$ cat config.mk
export PLATFORM = sky130hd
export DESIGN_NAME = multicycle_control_unit
export DESIGN_NICKNAME = d
export VERILOG_FILES = /design/src/rtl/multicycle_control_unit.sv
export SDC_FILE = /design/constraint.sdc
export NUM_CORES = 1
export LEC_CHECK = 0
export CORE_UTILIZATION = 41
export CTS_CLUSTER_SIZE = 12
export DETAILED_ROUTE_END_ITERATION = 10
export HOLD_SLACK_MARGIN = 0.1
export PLACE_DENSITY = 0.81
export SYNTH_ARGS = -nofsm -noshare
export SYNTH_HDL_FRONTEND = slang
export SYNTH_SLANG_ARGS = --single-unit
$ cat constraint.sdc
create_clock -name clock -period 1.5 [get_ports clock]
set_input_delay 0.3 -clock clock [delete_from_list [all_inputs] [get_ports clock]]
set_output_delay 0.3 -clock clock [all_outputs]
set_load 0.01 [all_outputs]
$ cat src/rtl/multicycle_control_unit.sv
// Multi-cycle sequencer for the register-file/ALU datapath: latches an instruction on go and walks
// DECODE/READ/EXEC/WRITE/DONE. Define CU_SHIFT_EN to make opcodes 8 (SHL) and 9 (SHR) legal.
module multicycle_control_unit #(
  parameter  int WIDTH   = 16,
  parameter  int DEPTH   = 8,
  localparam int AW      = $clog2(DEPTH),
  localparam int INSTR_W = 4 + 3 * AW
) (
  input  logic               clock,
  input  logic               reset,
  input  logic               go,
  input  logic [INSTR_W-1:0] instr,
  output logic               WE,
  output logic               RE1,
  output logic               RE2,
  output logic [AW-1:0]      WA,
  output logic [AW-1:0]      RA1,
  output logic [AW-1:0]      RA2,
  output logic [1:0]         SEL1,
  output logic [1:0]         SEL2,
  output logic [2:0]         alu_op,
  output logic               busy,
  output logic               done,
  output logic               err,
  output logic [2:0]         state
);

  if (WIDTH < 1 || DEPTH < 2) begin : g_param_check
    $error("multicycle_control_unit: WIDTH must be >= 1 and DEPTH >= 2");
  end

  typedef enum logic [2:0] {
    IDLE   = 3'd0,
    DECODE = 3'd1,
    READ   = 3'd2,
    EXEC   = 3'd3,
    WRITE  = 3'd4,
    DONE   = 3'd5
  } state_t;

  typedef struct packed {
    logic          we;
    logic          re1;
    logic          re2;
    logic [AW-1:0] wa;
    logic [AW-1:0] ra1;
    logic [AW-1:0] ra2;
    logic [1:0]    sel1;
    logic [1:0]    sel2;
    logic [2:0]    alu_op;
    logic          busy;
    logic          done;
    logic          err;
    logic [2:0]    state;
  } ctrl_t;

  state_t             state_q, state_d;
  logic [INSTR_W-1:0] instr_q, instr_d;
  ctrl_t              ctrl_q;
  logic [3:0]         op_q;

  assign op_q = instr_q[INSTR_W-1 -: 4];

  // Register-register ops read both ports and run the ALU with operands straight from the file.
  function automatic logic is_rr(input logic [3:0] op);
`ifdef CU_SHIFT_EN
    return (op >= 4'd3) && (op <= 4'd9);
`else
    return (op >= 4'd3) && (op <= 4'd7);
`endif
  endfunction

  function automatic logic is_illegal(input logic [3:0] op);
`ifdef CU_SHIFT_EN
    return op >= 4'd10;
`else
    return op >= 4'd8;
`endif
  endfunction

  function automatic logic [2:0] alu_code(input logic [3:0] op);
    logic [2:0] code;
    case (op)
      4'd4:    code = 3'd1;
      4'd5:    code = 3'd2;
      4'd6:    code = 3'd3;
      4'd7:    code = 3'd4;
`ifdef CU_SHIFT_EN
      4'd8:    code = 3'd5;
      4'd9:    code = 3'd6;
`endif
      default: code = 3'd0;
    endcase
    return code;
  endfunction

  // Moore decode of a state plus latched instruction; evaluated on the next-state values so the
  // outputs come straight from flops and line up with the state they describe.
  function automatic ctrl_t decode(input state_t s, input logic [INSTR_W-1:0] ins);
    logic [3:0]    op;
    logic [AW-1:0] rd, rs1, rs2;
    logic          rr, reads1, writes;
    ctrl_t         c;
    op     = ins[INSTR_W-1 -: 4];
    rd     = ins[3*AW-1 -: AW];
    rs1    = ins[2*AW-1 -: AW];
    rs2    = ins[AW-1:0];
    rr     = is_rr(op);
    reads1 = rr || (op == 4'd2);
    writes = reads1 || (op == 4'd1);
    c       = '0;
    c.state = s;
    c.busy  = (s != IDLE);
    if (s == READ || s == EXEC || s == WRITE) begin
      c.re1 = reads1;
      c.ra1 = reads1 ? rs1 : '0;
      c.re2 = rr;
      c.ra2 = rr ? rs2 : '0;
    end
    if (s == EXEC || s == WRITE) begin
      if (op == 4'd1) begin
        c.sel1 = 2'b10;
        c.sel2 = 2'b01;
      end else if (op == 4'd2) begin
        c.sel2 = 2'b01;
      end else if (rr) begin
        c.alu_op = alu_code(op);
      end
    end
    if (s == WRITE && writes) begin
      c.we = 1'b1;
      c.wa = rd;
    end
    if (s == DONE) begin
      c.done = 1'b1;
      c.err  = is_illegal(op);
    end
    return c;
  endfunction

  always_comb begin
    state_d = IDLE;
    instr_d = instr_q;
    case (state_q)
      IDLE: begin
        if (go) begin
          state_d = DECODE;
          instr_d = instr;
        end
      end
      DECODE: begin
        if (op_q == 4'd0 || is_illegal(op_q)) state_d = DONE;
        else if (op_q == 4'd1)                state_d = EXEC;
        else                                  state_d = READ;
      end
      READ:    state_d = EXEC;
      EXEC:    state_d = WRITE;
      WRITE:   state_d = DONE;
      DONE:    state_d = IDLE;
      default: state_d = IDLE;
    endcase
  end

  always_ff @(posedge clock) begin
    if (reset) begin
      state_q <= IDLE;
      instr_q <= '0;
      ctrl_q  <= '0;
    end else begin
      state_q <= state_d;
      instr_q <= instr_d;
      ctrl_q  <= decode(state_d, instr_d);
    end
  end

  assign WE     = ctrl_q.we;
  assign RE1    = ctrl_q.re1;
  assign RE2    = ctrl_q.re2;
  assign WA     = ctrl_q.wa;
  assign RA1    = ctrl_q.ra1;
  assign RA2    = ctrl_q.ra2;
  assign SEL1   = ctrl_q.sel1;
  assign SEL2   = ctrl_q.sel2;
  assign alu_op = ctrl_q.alu_op;
  assign busy   = ctrl_q.busy;
  assign done   = ctrl_q.done;
  assign err    = ctrl_q.err;
  assign state  = ctrl_q.state;

endmodule
==> results of run 1 <==
-- report_power, final --
| part | total, mW | leakage, nW | switching [mW] | internal (mW) |
|---|---|---|---|---|
| logic | 0.824 | 0.709 | 0.397 | 0.427 |
| registers | 1.10 | 0.295 | 0.0594 | 1.04 |
| clock network | 0.472 | 0.0281 | 0.299 | 0.172 |
-- state kept, by name (all words and copies together) (netlist names) --
register	count
RA2	3
RE2	1
RE1	1
busy	1
RA1	3
err	1
state	3
instr_q	13
alu_op	3
SEL2	1
WE	1
WA	3
SEL1	1
done	1
-- final cells by class --
cell class	count	area (um2)	share of cell area
Timing Repair Buffer	59	553	0.262
Clock inverter	1	5.00	0.00237
Clock buffer	6	41.3	0.0195
Multi-Input combinational cell	93	707	0.335
Inverter	5	18.8	0.00889
Sequential cell	36	732	0.347
Tap cell	44	55.1	0.0261
-- cell usage after synthesis, types with 2 or more instances --
cell | instances | area [um2]
a21oi_1 | 4 | 20.0
and2_1 | 2 | 12.5
nand2_1 | 5 | 18.8
o211ai_2 | 2 | 25.0
clkbuf_1 | 4 | 15.0
buf_6 | 2 | 22.5
nor3_1 | 5 | 25.0
o21ai_0 | 4 | 20.0
nand3_1 | 5 | 25.0
nor2_1 | 27 | 101
mux2i_1 | 12 | 120
nand2b_1 | 3 | 18.8
nor3_2 | 2 | 20.0
buf_4 | 3 | 22.5
inv_1 | 5 | 18.8
buf_2 | 2 | 10.0
dfxtp_1 | 36 | 721
-- layer usage --
metal  track usage  up-vias  part of all wire
met2         0.314       45              0.50
li1              -      594                 -
met3        0.0789        5             0.082
met5             0        -                 0
met4        0.0584        0             0.011
met1         0.205      572              0.40
-- stage by stage --
stage	power, mW	setup slack (ns)	cell area (um2)
2_1_floorplan	1.52	0.0156	1420
3_3_place_gp	1.77	-0.389	1920
3_5_place_dp	1.78	-0.453	1920
4_1_cts	2.25	0.00262	1970
5_1_grt	2.51	-0.0114	2110
6_report	2.39	0.0248	2110
-- critical path: cells and delay by family (launching register included) --
family                 cells  cell delay (ns)
AND/OR/NAND/NOR            3             0.53
flip-flops                 1             0.37
multiplexers               1             0.32
buffers and inverters      1             0.20
-- timing repair --
| action | CTS | global route |
|---|---|---|
| buffers inserted | 0 | 1 |
| endpoints found under the setup margin | 32 | 30 |
| hold buffers | 0 | 0 |
| resized for setup | 24 | 29 |
| cloned | 0 | 1 |
| pin swaps | 2 | 9 |
-- kinds of logic (layout without fill, tap and decap cells) --
logic type / count (synthesis) / after routing / share of synthesized area
mux: 13 / 13 / 0.0936
simple gates: 57 / 57 / 0.209
other cells: 1 / 2 / 0.00267
buf+inv: 16 / 71 / 0.0633
compound gates: 19 / 19 / 0.105
flops: 36 / 36 / 0.513
xor+xnor: 2 / 2 / 0.0125
-- worst paths after layout --
kind	start	end	slack (ns)	depth (start not counted)
setup / recovery	state[1]	SEL2[0]	0.02	5
hold / removal	go	busy	0.38	3
setup reg to reg	state[1]	SEL2[0]	0.02	5
hold reg to reg	instr_q[7]	WA[1]	0.50	2
==> results.cfg, run 1 <==
[floorplan]
die_w_um = 60.5
ios = 41
die_h_um = 60.5
initial_core_util = 0.445
dieArea_um2 = 3660
row_count = 20
core_area_um2 = 3150

[routing]
viasPerCell = 4.98
drtPass1Iterations = 4
wirelength_mm = 3.33
antenna_left = 0
wire_per_inst_um = 13.6
vias = 1216
drc = 0
drt_iter0_drc = 29

[finish]
syn_to_final_growth_pct = 50.4
layout.nets = 216
layout.cells.non_filler = 244
mostFrequentLayoutCell = dfxtp_1
drive_gt1_frac = 0.260
n_antenna_cell = 0
final_util = 0.670
layout_common_cells = dfxtp_1, nor2_1, buf_4
fillCellCount = 270

[sta]
timing.hold.ws_ns = 0.378
fin_crit_sh = 0.983
setup_viol_count_final = 0
tns_ns = 0
rsz0062_at_grt = yes
finalCriticalPeriod_ns = 1.48
fin_worst_skew_ns = 0.00461
hold_violations = 0
max_freq_mhz = 678
drv_slew = 0

[critical_path]
crit_chain = nor4b_4 > buf_4 > mux2_4 > nor2_2 > and3_1
cp_max_fo = 4
cpPeakStageDelay_ns = 0.37
slowest_stage = dfxtp_4
crit_required_ns = 1.79
cp.arrival_ns = 1.76
crit_path_end_kind = flip-flop
critical_path_class = reg -> reg
start_kind = flip-flop

[synthesis]
synthFlopType = dfxtp_1
netlist_instances = 144
ys_ff_latch = 36
postSynth.asyncResetShare = 0
synth-edff-count = 0
yosysUniqueCellTypes = 38
synth.yosys.seq_area_share = 0.513
yosysWarnings = 0
synth_area_um2 = 1400
syn_avg_cell_area_um2 = 9.75

[pwr]
ir_worst_vdd_v = 0.000790
p_leak_nw = 1.03
power_per_cell_area_nw_per_um2 = 1130

[global_routing]
grt-ovfl-total = 0
grt_usage = 0.183
grt_pass1_vias = 1131
grt_max_degree = 18
grt_antenna_before_repair = 0
grt_pass1_wl_mm = 4.79

[clock_network]
cts_tree = built
cts.sinks = 36
clock_path_buffers = 2
h-tree-depth = 2
root_buffer = clkbuf_4
clkTransAtPathRegs_ns = 0.10
cts_buffers = 5
insertion_delay_ns = 0.33

[place]
place_inst = 235
routabilityCongestion = 0.868
dp_hpwl_mm = 2.27
port_buffers = 38

[flow_run]
maxCapViolations = 0

[hold_path]
hold_path_class = in -> reg

[outcome]
status = complete, no violations
Note: power is estimated with default switching activity, not from simulation.
==> run 2, diff against run 1 <==
--- a/config.mk
+++ b/config.mk
@@ -10,6 +10,7 @@
 export DETAILED_ROUTE_END_ITERATION = 10
 export HOLD_SLACK_MARGIN = 0.1
 export PLACE_DENSITY = 0.81
+export SETUP_SLACK_MARGIN = 0.1
 export SYNTH_ARGS = -nofsm -noshare
 export SYNTH_HDL_FRONTEND = slang
 export SYNTH_SLANG_ARGS = --single-unit
==> run 2 against run 1 <==
The run now ends with negative setup slack left. Clock skew rose by 0.0028 ns. Clock-buffer cell count unchanged. Critical path depth rose by 2. Sequential share of layout area fell by 1.8 points. Highest routed layer unchanged. Critical path type unchanged. Fmax is 7.8% lower. Non-clock buffer count up 6. Largest cell class unchanged. Global-route usage increased by 2.4 points. Critical endpoint unchanged. Worst hold slack better by 0.12 ns. Via count rose by 3.2%. Design area up 5.5%.
==> results.cfg, run 2 (synthesis gave the netlist of run 1 again) <==
[sta]
timing.hold.ws_ns = 0.494
fin_worst_skew_ns = 0.00739
drv_slew = 0
max_freq_mhz = 625
finalCriticalPeriod_ns = 1.60
fin_crit_sh = 1.07
hold_violations = 0
setup_viol_count_final = 26
rsz0062_at_grt = yes
setup_ws_ns = -0.101

[outcome]
status = finished with violations
violations = negative setup slack

[finish]
fin_area_um2 = 2230
largest_reg_flops = 13
layout.nets = 222
drive_gt1_frac = 0.319
layout_common_cells = dfxtp_1, nor2_1, dlygate4sd2_1
syn_to_final_growth_pct = 58.6
mostFrequentLayoutCell = dfxtp_1
n_antenna_cell = 0
largest_register = instr_q

[routing]
drc = 0
wire_per_inst_um = 14.2
viasPerCell = 5.00
drtPass1Iterations = 4
wirelength_mm = 3.58
vias = 1255
drt_iter0_drc = 40
antenna_left = 0

[pwr]
power_per_cell_area_nw_per_um2 = 1230
internal_power_mw = 1.93
ir_worst_vdd_v = 0.000619
seq_power_share = 0.399
share_comb_of_total_power = 0.357
clkPwrFrac = 0.244
swShare = 0.295
switching_power_mw = 0.810
total_power_mw = 2.74
p_leak_nw = 0.988

[clock_network]
root_buffer = clkbuf_4
cts_hold_buf = 0
cts_buffers = 5
cts_tree = built
clock_path_buffers = 2
insertion_delay_ns = 0.34
cts.sinks = 36
clkTransAtPathRegs_ns = 0.11
h-tree-depth = 2

[global_routing]
grt_antenna_before_repair = 0
grt_max_degree = 18
grt-ovfl-total = 0
grt_pass1_wl_mm = 5.40
grt_usage = 0.207
grt_pass1_vias = 1190

[critical_path]
cp_max_fo = 7
crit_path_frequent_cell = buf_12
start_kind = flip-flop
crit_path_end_kind = flip-flop
crit_chain = buf_12 > nor4b_4 > buf_6 > buf_12 > buf_8 > mux2i_1 > and3_1
critical_path_class = reg -> reg
slowest_stage = dfxtp_4
cpPeakStageDelay_ns = 0.37
cp.arrival_ns = 1.90
crit_required_ns = 1.80

[floorplan]
die_w_um = 60.5
dieArea_um2 = 3660
row_count = 20
ios = 41
core_area_um2 = 3150
initial_core_util = 0.445
die_h_um = 60.5

[place]
placed_area_um2 = 2010
routabilityCongestion = 0.845
dp_hpwl_mm = 2.43
port_buffers = 38

[flow_run]
maxCapViolations = 0

[hold_path]
hold_path_class = reg -> reg
run 2: power by group through the flow:
stage | registers [mW] | logic [mW] | clock network, mW
detailed placement | 1.11 | 0.784 | 0
finish | 1.10 | 0.979 | 0.669
global route | 1.11 | 1.04 | 0.727
floorplan | 1.11 | 0.446 | 0
CTS | 1.09 | 0.842 | 0.680
global placement | 1.10 | 0.760 | 0
run 2: per-stage QoR:
stage               std cells  utilization  setup TNS, ns  setup slack, ns
floorplan                 145            -              0           0.0414
global placement          237        0.638         -10.17           -0.381
detailed placement        237        0.638         -11.36           -0.437
CTS                       247        0.675         -0.269          -0.0436
global route              251        0.706          -3.21           -0.202
finish                    251        0.706          -1.39           -0.101
run 2: layer usage:
| layer | vias up | wire length (um) | GRT usage |
|---|---|---|---|
| li1 | 602 | - | - |
| met1 | 594 | 1350 | 0.219 |
| met2 | 52 | 1920 | 0.378 |
| met3 | 7 | 229 | 0.0640 |
| met4 | 0 | 71 | 0.0877 |
| met5 | - | 0 | 0 |
run 2: worst paths after layout:
check        depth (start not counted)  slack (ns)       to  startpoint
max                                  7       -0.10  SEL2[0]    state[1]
min                                  2        0.49    WA[0]  instr_q[6]
max reg2reg                          7       -0.10  SEL2[0]    state[1]
min reg2reg                          2        0.49    WA[0]  instr_q[6]
run 2: timing repair:
action,4_1_cts,5_1_grt
setup buffers,2,4
gates resized for setup,43,14
pin swaps,5,3
endpoints found under the setup margin,54,35
run 2: cell type report:
type | count | area, um2
clock buffers | 6 | 41.3
clock inverters | 2 | 35.0
repair buffers | 65 | 646
multi-input cells | 93 | 699
flip-flops and latches | 36 | 732
inverters | 5 | 18.8
fillers | 250 | 926
well taps | 44 | 55.1
run 2: critical path, delay by kind of cell, from the launching register on:
family,cells,cell delay [ns]
buffers and inverters,4,0.53
muxes,1,0.22
and+or+nand+nor,2,0.43
DFF,1,0.37
==> run 3, diff against run 2 <==
--- a/config.mk
+++ b/config.mk
@@ -5,6 +5,7 @@
 export SDC_FILE = /design/constraint.sdc
 export NUM_CORES = 1
 export LEC_CHECK = 0
+export CORE_MARGIN = 2
 export CORE_UTILIZATION = 41
 export CTS_CLUSTER_SIZE = 12
 export DETAILED_ROUTE_END_ITERATION = 10
==> run 3 against run 2 <==
Sequential power is essentially flat. Clock power grew 2%. Via count shrank 2.3%. Global-route usage shrank 1.6 points. The flow still finishes with violations (negative setup slack). Flip-flop and latch count is the same. Die area grew 6.7%. Total power shrank 3.3%. Critical path depth shrank 1. Sequential share of layout area grew 0.51 points. Worst hold slack gained 0.0053 ns. Setup slack gained 0.079 ns.
==> results.cfg, run 3 (synthesis gave the netlist of run 1 again) <==
[outcome]
status = finished with violations
violations = negative setup slack

[place]
place_inst = 237
port_buffers = 38
routabilityCongestion = 0.803
dp_hpwl_mm = 2.35

[global_routing]
grt_antenna_before_repair = 0
grt_usage = 0.191
grt_pass1_vias = 1225
grt_max_degree = 12
grt-ovfl-total = 0
grt_pass1_wl_mm = 5.76

[clock_network]
clock_path_buffers = 2
root_buffer = clkbuf_4
h-tree-depth = 2
cts.sinks = 36
insertion_delay_ns = 0.35
cts_buffers = 5
clkTransAtPathRegs_ns = 0.11
cts_tree = built

[pwr]
switching_power_mw = 0.825
ir_worst_vdd_v = 0.000630
share_comb_of_total_power = 0.329
p_leak_nw = 0.960
swShare = 0.311
clkPwrFrac = 0.256
power_per_cell_area_nw_per_um2 = 1210
seq_power_share = 0.414
internal_power_mw = 1.83

[routing]
drt_iter0_drc = 37
wirelength_mm = 3.55
antenna_left = 0
wire_per_inst_um = 14.3
drtPass1Iterations = 4
drc = 0
viasPerCell = 4.94
vias = 1226

[sta]
max_freq_mhz = 657
fin_worst_skew_ns = 0.00519
fin_crit_sh = 1.01
hold_violations = 0
drv_slew = 0
rsz0062_at_grt = yes
setup_viol_count_final = 3
setup_ws_ns = -0.0216
finalCriticalPeriod_ns = 1.52

[floorplan]
ios = 41
die_h_um = 62.5
core_area_um2 = 3310
initial_core_util = 0.424
dieArea_um2 = 3910
row_count = 21
die_w_um = 62.5

[finish]
mostFrequentLayoutCell = dfxtp_1
layout_common_cells = dfxtp_1, nor2_1, dlygate4sd2_1
syn_to_final_growth_pct = 55.7
layout.nets = 217
largest_register = instr_q
largest_reg_flops = 13
fillCellCount = 274
final_util = 0.660
n_antenna_cell = 0
drive_gt1_frac = 0.322
layout.cells.non_filler = 248

[hold_path]
min_path_cells = 2
hp-start = instr_q[8]
min_to = instr_q[8]
hold_path_class = reg -> reg

[critical_path]
slowest_stage = dfxtp_2
timing.rr.end = SEL2[0]
reg2reg_depth = 6
cpPeakStageDelay_ns = 0.35
rrSetupSlack_ns = -0.02
start_kind = flip-flop
crit_required_ns = 1.80
crit_path_end_kind = flip-flop
cp_max_fo = 3
critical_path_class = reg -> reg
crit_chain = buf_6 > nor4b_4 > buf_4 > mux2_4 > nor2_4 > and3_1
r2r-start = state[2]
cp.arrival_ns = 1.82

[flow_run]
maxCapViolations = 0
-- run 3: cell count changes in the layout (fill, tap and decap cells not counted), moves of 2 or more --
cell and delta:
buf_6 -2, mux2i_4 +2, a21oi_2 -2, buf_2 +2, buf_12 -5, nor2_1 -2
-- run 3: layout make-up --
cell class | count | area, um2 | share of cell area
Multi-Input combinational cell | 93 | 773 | 0.354
Timing Repair Buffer | 60 | 531 | 0.243
Clock buffer | 6 | 41.3 | 0.0189
Clock inverter | 2 | 35.0 | 0.0160
Tap cell | 46 | 57.6 | 0.0263
Sequential cell | 36 | 729 | 0.334
Inverter | 5 | 18.8 | 0.00859
-- run 3: worst max path at each step --
stage	startpoint	cells after the start	slack [ns]	to
after CTS	state[2]	7	-0.01	RA2[1]
after global routing	state[2]	6	-0.08	SEL2[0]
after detailed placement	go	5	-0.48	RA2[1]
after global placement	go	5	-0.42	RA2[0]
after floorplan	state[1]	5	0.04	RA2[0]
final	state[2]	6	-0.02	SEL2[0]
-- run 3: metal layers --
layer / wire (um) / global-route usage
met5: 0 / 0
met3: 185 / 0.0631
met2: 1860 / 0.339
met1: 1420 / 0.207
met4: 84 / 0.0806
-- run 3: critical path, delay by kind of cell (launching register included) --
kind	cells	cell delay [ns]
buf+inv	2	0.30
mux	1	0.33
simple gates	3	0.48
flops	1	0.35
-- run 3: repair_timing --
item | 4_1_cts | 5_1_grt
endpoints found under the setup margin | 54 | 30
hold buffers | 0 | 0
gates cloned | 1 | 0
setup buffers | 1 | 1
gates resized for setup | 53 | 13
pin swaps | 6 | 6
-- run 3: power by group through the flow --
stage,Clock (mW),Combinational [mW],Sequential (mW)
after global placement,0,0.672,1.10
after global routing,0.725,0.934,1.11
after detailed placement,0,0.687,1.10
final,0.680,0.874,1.10
after floorplan,0,0.446,1.11
after CTS,0.684,0.796,1.09
-- run 3: stage by stage --
stage / TNS [ns] / worst slack [ns] / instance area [um2] / total power [mW] / hold slack [ns]
5_1_grt: -0.362 / -0.0845 / 2190 / 2.77 / 0.540
3_3_place_gp: -10.32 / -0.424 / 1950 / 1.77 / 0.470
4_1_cts: -0.0180 / -0.00974 / 2110 / 2.57 / 0.490
3_5_place_dp: -11.29 / -0.485 / 1950 / 1.79 / 0.474
6_report: -0.0519 / -0.0216 / 2190 / 2.65 / 0.499
2_1_floorplan: 0 / 0.0414 / 1450 / 1.56 / 0.436
==> RTL edit 1 (config.mk and constraints of run 1) <==
Build with the macro `CU_SHIFT_EN` defined.
--- a/src/rtl/multicycle_control_unit.sv
+++ b/src/rtl/multicycle_control_unit.sv
@@ -1,5 +1,7 @@
 // Multi-cycle sequencer for the register-file/ALU datapath: latches an instruction on go and walks
 // DECODE/READ/EXEC/WRITE/DONE. Define CU_SHIFT_EN to make opcodes 8 (SHL) and 9 (SHR) legal.
+`define CU_SHIFT_EN
+
 module multicycle_control_unit #(
   parameter  int WIDTH   = 16,
   parameter  int DEPTH   = 8,
Behaviour: not the same (Yosys sat finds a counterexample within 4 cycles, from zero or initial values and one cycle with reset high).
==> RTL edit 1 against run 1 <==
Final area grew 0.41%; via count grew 3.9%; power grew 15%; routed wire length shrank 5.1%; worst setup slack lost 0.0040 ns; sequential cell count is the same; clock skew grew 0.0013 ns; synthesized area grew 1.7%; global-route usage is essentially flat; non-clock buffer count grew 4; clock power grew 4%; critical endpoint is now WA[1]$_SDFF_PP0_; highest routed layer unchanged.
==> RTL edit 1: results (changes against run 1) <==
metric	value	unit	change
min_period_over_period	0.9861		was 0.9834
clockRootBuffer	clkbuf_4		unchanged
track_usage	0.1828		was 0.1831
ys_seq_area_frac	0.5048		was 0.5134
cp-start-kind	register		unchanged
hp-class	register to register		was input port to register
critPathMaxStageDelay	0.46	ns	was 0.37 ns
syn_area_per_cell	9.270	sq um	was 9.749 sq um
stdcell_count	260		was 244
run_status	completed		unchanged
rr_worst_depth	4		was 5
fin_nets	229		was 216
first_global_vias	1079		was 1131
wl	3159	um	was 3329 um
viasPerCell	4.858		was 4.984
skew	0.005950	ns	was 0.004607 ns
synth_cell_types	39		was 38
gp_congestion	0.8249		was 0.8678
r2r_start	instr_q[11]$_SDFF_PP0_		was state[1]$_SDFF_PP0_
grt_max_degree	17		was 18
drive_above_1_share	0.2477		was 0.2600
largest_register_ffs	13		unchanged
place_inst	252		was 235
hpwl	2214	um	was 2275 um
clockBufferDepth	2		unchanged
r2r_setup_slack	0.02	ns	
post-place-ws	-0.2709	ns	was -0.4527 ns
placement.cell_area	1993	sq um	was 1924 sq um
diodes	0		unchanged
hold_path.startpoint	instr_q[3]$_SDFF_PP0_		was go
switchingPower	912.4	uW	was 755.4 uW
ir_worst_vdd	0.0006320	V	was 0.0007904 V
synth_common_cells	dfxtp_1 (36), nor2_1 (31), nand2_1 (11)		was dfxtp_1 (36), nor2_1 (27), mux2i_1 (12)
crit_path_end	WA[1]$_SDFF_PP0_		was SEL2[0]$_SDFF_PP0_
yosys-top-cells-area	dfxtp_1 (50%), nor2_1 (8.2%), mux2i_1 (7.0%)		was dfxtp_1 (51%), mux2i_1 (8.6%), nor2_1 (7.2%)
drt_iter0_drc	27		was 29
slowest_stage	or4_4		was dfxtp_4
p_leak	1.073	nW	was 1.032 nW
[RTL edit 1: per-stage QoR]
stage	util	power [mW]
floorplan	-	1.777
global placement	0.5973	2.211
detailed placement	0.5973	2.222
CTS	0.6160	2.730
global route	0.6355	2.939
finish	0.6355	2.761
[RTL edit 1: logic make-up after synthesis]
kind of cell	synth area share
DFF	0.5048
AOI/OAI and AO/OA	0.1096
muxes	0.07012
and+or+nand+nor	0.2340
buffers and inverters	0.06661
xor gates and xnor gates	0.01227
other	0.002627
[RTL edit 1: tightest hold or removal path, delay by kind of cell, from the launching register on]
kind	cells	cell delay, ns
flip-flops	1	0.32
multiplexers	1	0.08
AND/OR/NAND/NOR	1	0.08
[RTL edit 1: layout make-up]
| type | count | area, sq um |
|---|---|---|
| clock inverter | 1 | 8.758 |
| timing repair buffer | 63 | 593.1 |
| inverter | 5 | 18.77 |
| clock buffer | 7 | 45.04 |
| fill | 286 | 1216 |
| sequential | 36 | 733.2 |
| multi-input combinational | 102 | 664.4 |
| tap | 46 | 57.56 |
[RTL edit 1: worst min path at each step]
stage,endpoint,slack [ns],cells past startpoint
6_report,instr_q[3]$_SDFF_PP0_,0.50,2
5_1_grt,instr_q[3]$_SDFF_PP0_,0.53,2
4_1_cts,instr_q[5]$_SDFF_PP0_,0.51,2
3_5_place_dp,instr_q[1]$_SDFF_PP0_,0.48,2
3_3_place_gp,instr_q[4]$_SDFF_PP0_,0.47,2
2_1_floorplan,instr_q[11]$_SDFF_PP0_,0.44,2
[RTL edit 1: power by group through the flow]
stage,Combinational (mW),Sequential [mW],Clock (mW)
floorplan,0.603,1.17,0
global placement,1.03,1.18,0
detailed placement,1.04,1.18,0
CTS,1.05,1.17,0.509
global route,1.19,1.19,0.557
finish,1.09,1.18,0.490
[RTL edit 1: repair_timing]
item	4_1_cts	5_1_grt
endpoints found under the setup margin	17	20
gates resized for setup	21	22
cloned	0	0
pin swaps	0	4
[RTL edit 1: routing by layer]
metal / GRT usage / vias up / wire, um
met5: 0 / - / 0
met4: 0.07792 / 0 / 53
met3: 0.06513 / 7 / 204
met2: 0.2936 / 44 / 1546
met1: 0.2228 / 575 / 1353
li1: - / 637 / -
==> RTL edit 2 (flow settings as in run 1) <==
Made on the original files. Put a register stage on the outputs `WE`, `RE1`, `RE2`, `WA`, `RA1`, `RA2`, `SEL1` and `SEL2`, without a reset. The values now appear one clock later. The other outputs are not delayed to match.
--- a/src/rtl/multicycle_control_unit.sv
+++ b/src/rtl/multicycle_control_unit.sv
@@ -173,14 +173,16 @@
     end
   end
 
-  assign WE     = ctrl_q.we;
-  assign RE1    = ctrl_q.re1;
-  assign RE2    = ctrl_q.re2;
-  assign WA     = ctrl_q.wa;
-  assign RA1    = ctrl_q.ra1;
-  assign RA2    = ctrl_q.ra2;
-  assign SEL1   = ctrl_q.sel1;
-  assign SEL2   = ctrl_q.sel2;
+  always_ff @(posedge clock) begin
+    WE   <= ctrl_q.we;
+    RE1  <= ctrl_q.re1;
+    RE2  <= ctrl_q.re2;
+    WA   <= ctrl_q.wa;
+    RA1  <= ctrl_q.ra1;
+    RA2  <= ctrl_q.ra2;
+    SEL1 <= ctrl_q.sel1;
+    SEL2 <= ctrl_q.sel2;
+  end
   assign alu_op = ctrl_q.alu_op;
   assign busy   = ctrl_q.busy;
   assign done   = ctrl_q.done;
Check against the original RTL: not equivalent (Yosys sat finds a counterexample within 4 cycles, from zero or initial values and one cycle with reset high).
==> RTL edit 2 against run 1 <==
The run now ends with negative setup slack left; sequential cell count rose by 14; synthesized cell count increased by 21%; power is 32% higher; final area grew 25%; worst setup slack worse by 0.10 ns; synthesized area up 24%; clock skew increased by 0.0039 ns; routed wire length increased by 14%; sequential share of layout area increased by 3.7 points; critical path type unchanged; largest cell class unchanged; largest power group unchanged.
==> RTL edit 2: results (changes against run 1) <==
metric	value	unit	change
fin_nets	253		was 216
track_usage	0.1661		was 0.1831
ir_worst_vdd	0.0006316	V	was 0.0007904 V
hold_path.startpoint	ctrl_q[14]$_SDFF_PP0_		was go
first_global_vias	1185		was 1131
place_inst	271		was 235
gp_congestion	0.8659		was 0.8678
synthAdderAreaFrac	0		unchanged
hp-class	register to register		was input port to register
ys_seq_area_frac	0.5747		was 0.5134
placement.cell_area	2286	sq um	was 1924 sq um
post-place-ws	-0.4882	ns	was -0.4527 ns
hold_slack	0.3239	ns	was 0.3784 ns
synth_common_cells	dfxtp_1 (50), nor2_1 (30), mux2i_1 (13)		was dfxtp_1 (36), nor2_1 (27), mux2i_1 (12)
clockRootBuffer	clkbuf_8		was clkbuf_4
use_met1	0.2072		was 0.2053
skew	0.008547	ns	was 0.004607 ns
setup_viol	14		was 0
rr_worst_depth	4		was 5
post-cts-setup-buffer-count	3		was 0
fill_cells	334		was 270
timing.rr.end	ctrl_q[14]$_SDFF_PP0_		was SEL2[0]$_SDFF_PP0_
hpwl	2439	um	was 2275 um
grt_pass1_wl	5464	um	was 4788 um
tns	-0.6347	ns	was 0 ns
postCtsResizedCells	21		was 24
routedWlPerCell	13.17	um	was 13.64 um
grt_max_degree	16		was 18
path_max_fanout	7		was 4
wl	3779	um	was 3329 um
finalWorstSetupSlack	-0.07703	ns	was 0.02485 ns
hold_end	RA2[1]$_DFF_P_		was busy$_SDFF_PP0_
viasPerCell	4.787		was 4.984
routedLengthMet1	1579	um	was 1347 um
holdPathStages	0		was 3
yosys-top-cells-area	dfxtp_1 (57%), mux2i_1 (7.5%), nor2_1 (6.5%)		was dfxtp_1 (51%), mux2i_1 (8.6%), nor2_1 (7.2%)
r2r_start	state[0]$_SDFF_PP0_		was state[1]$_SDFF_PP0_
synth_warnings	0		unchanged
run_status	finished with violations		was completed
diodes	0		unchanged
synth_cell_types	36		was 38
drive_above_1_share	0.3038		was 0.2600
synth-xor-area-share	0.01006		was 0.01248
synthArstFlopShare	0		unchanged
grtUsageMet2	0.2650		was 0.3140
violations	negative setup slack		
synth_compound_area_frac	0.07399		was 0.1052
p_leak	1.069	nW	was 1.032 nW
drt_iter0_drc	42		was 29
==> RTL edit 2: cells by family after synthesis <==
kind of cell	Yosys count
AOI/OAI and AO/OA	20
xor gates and xnor gates	2
buffers and inverters	24
DFF	50
muxes	13
other	1
and+or+nand+nor	64
==> RTL edit 2: worst register-to-register path: cells and delay by family (launching register included) <==
kind,cells,cell delay [ns]
flops,1,0.38
mux,1,0.38
simple gates,3,0.74
==> RTL edit 2: how the worst max path moves through the flow <==
stage                              startpoint                    end  slack [ns]  cells past startpoint
final                     state[0]$_SDFF_PP0_  ctrl_q[14]$_SDFF_PP0_       -0.08                      4
after floorplan           state[2]$_SDFF_PP0_   alu_op[1]$_SDFF_PP0_       0.007                      5
after global placement                     go   ctrl_q[9]$_SDFF_PP0_       -0.43                      6
after global routing      state[0]$_SDFF_PP0_  ctrl_q[14]$_SDFF_PP0_       -0.21                      4
after CTS                 state[2]$_SDFF_PP0_   ctrl_q[9]$_SDFF_PP0_       -0.08                      5
after detailed placement                   go  ctrl_q[16]$_SDFF_PP0_       -0.49                      6
==> RTL edit 2: power groups by stage <==
stage                     registers, mW  clock network (mW)  logic, mW
after global placement             1.48                   0      0.682
after global routing               1.48               0.813       1.01
after floorplan                    1.48                   0      0.416
after detailed placement           1.49                   0      0.698
after CTS                          1.46               0.761      0.752
final                              1.47               0.745      0.953
==> RTL edit 2: layout make-up <==
cell class	count	area [sq um]	share of cell area
Clock buffer	5	68.82	0.02609
Multi-Input combinational cell	101	777.0	0.2946
Tap cell	50	62.56	0.02372
Sequential cell	50	1012	0.3838
Inverter	7	26.28	0.009962
Clock inverter	2	13.76	0.005218
Timing Repair Buffer	72	676.9	0.2566
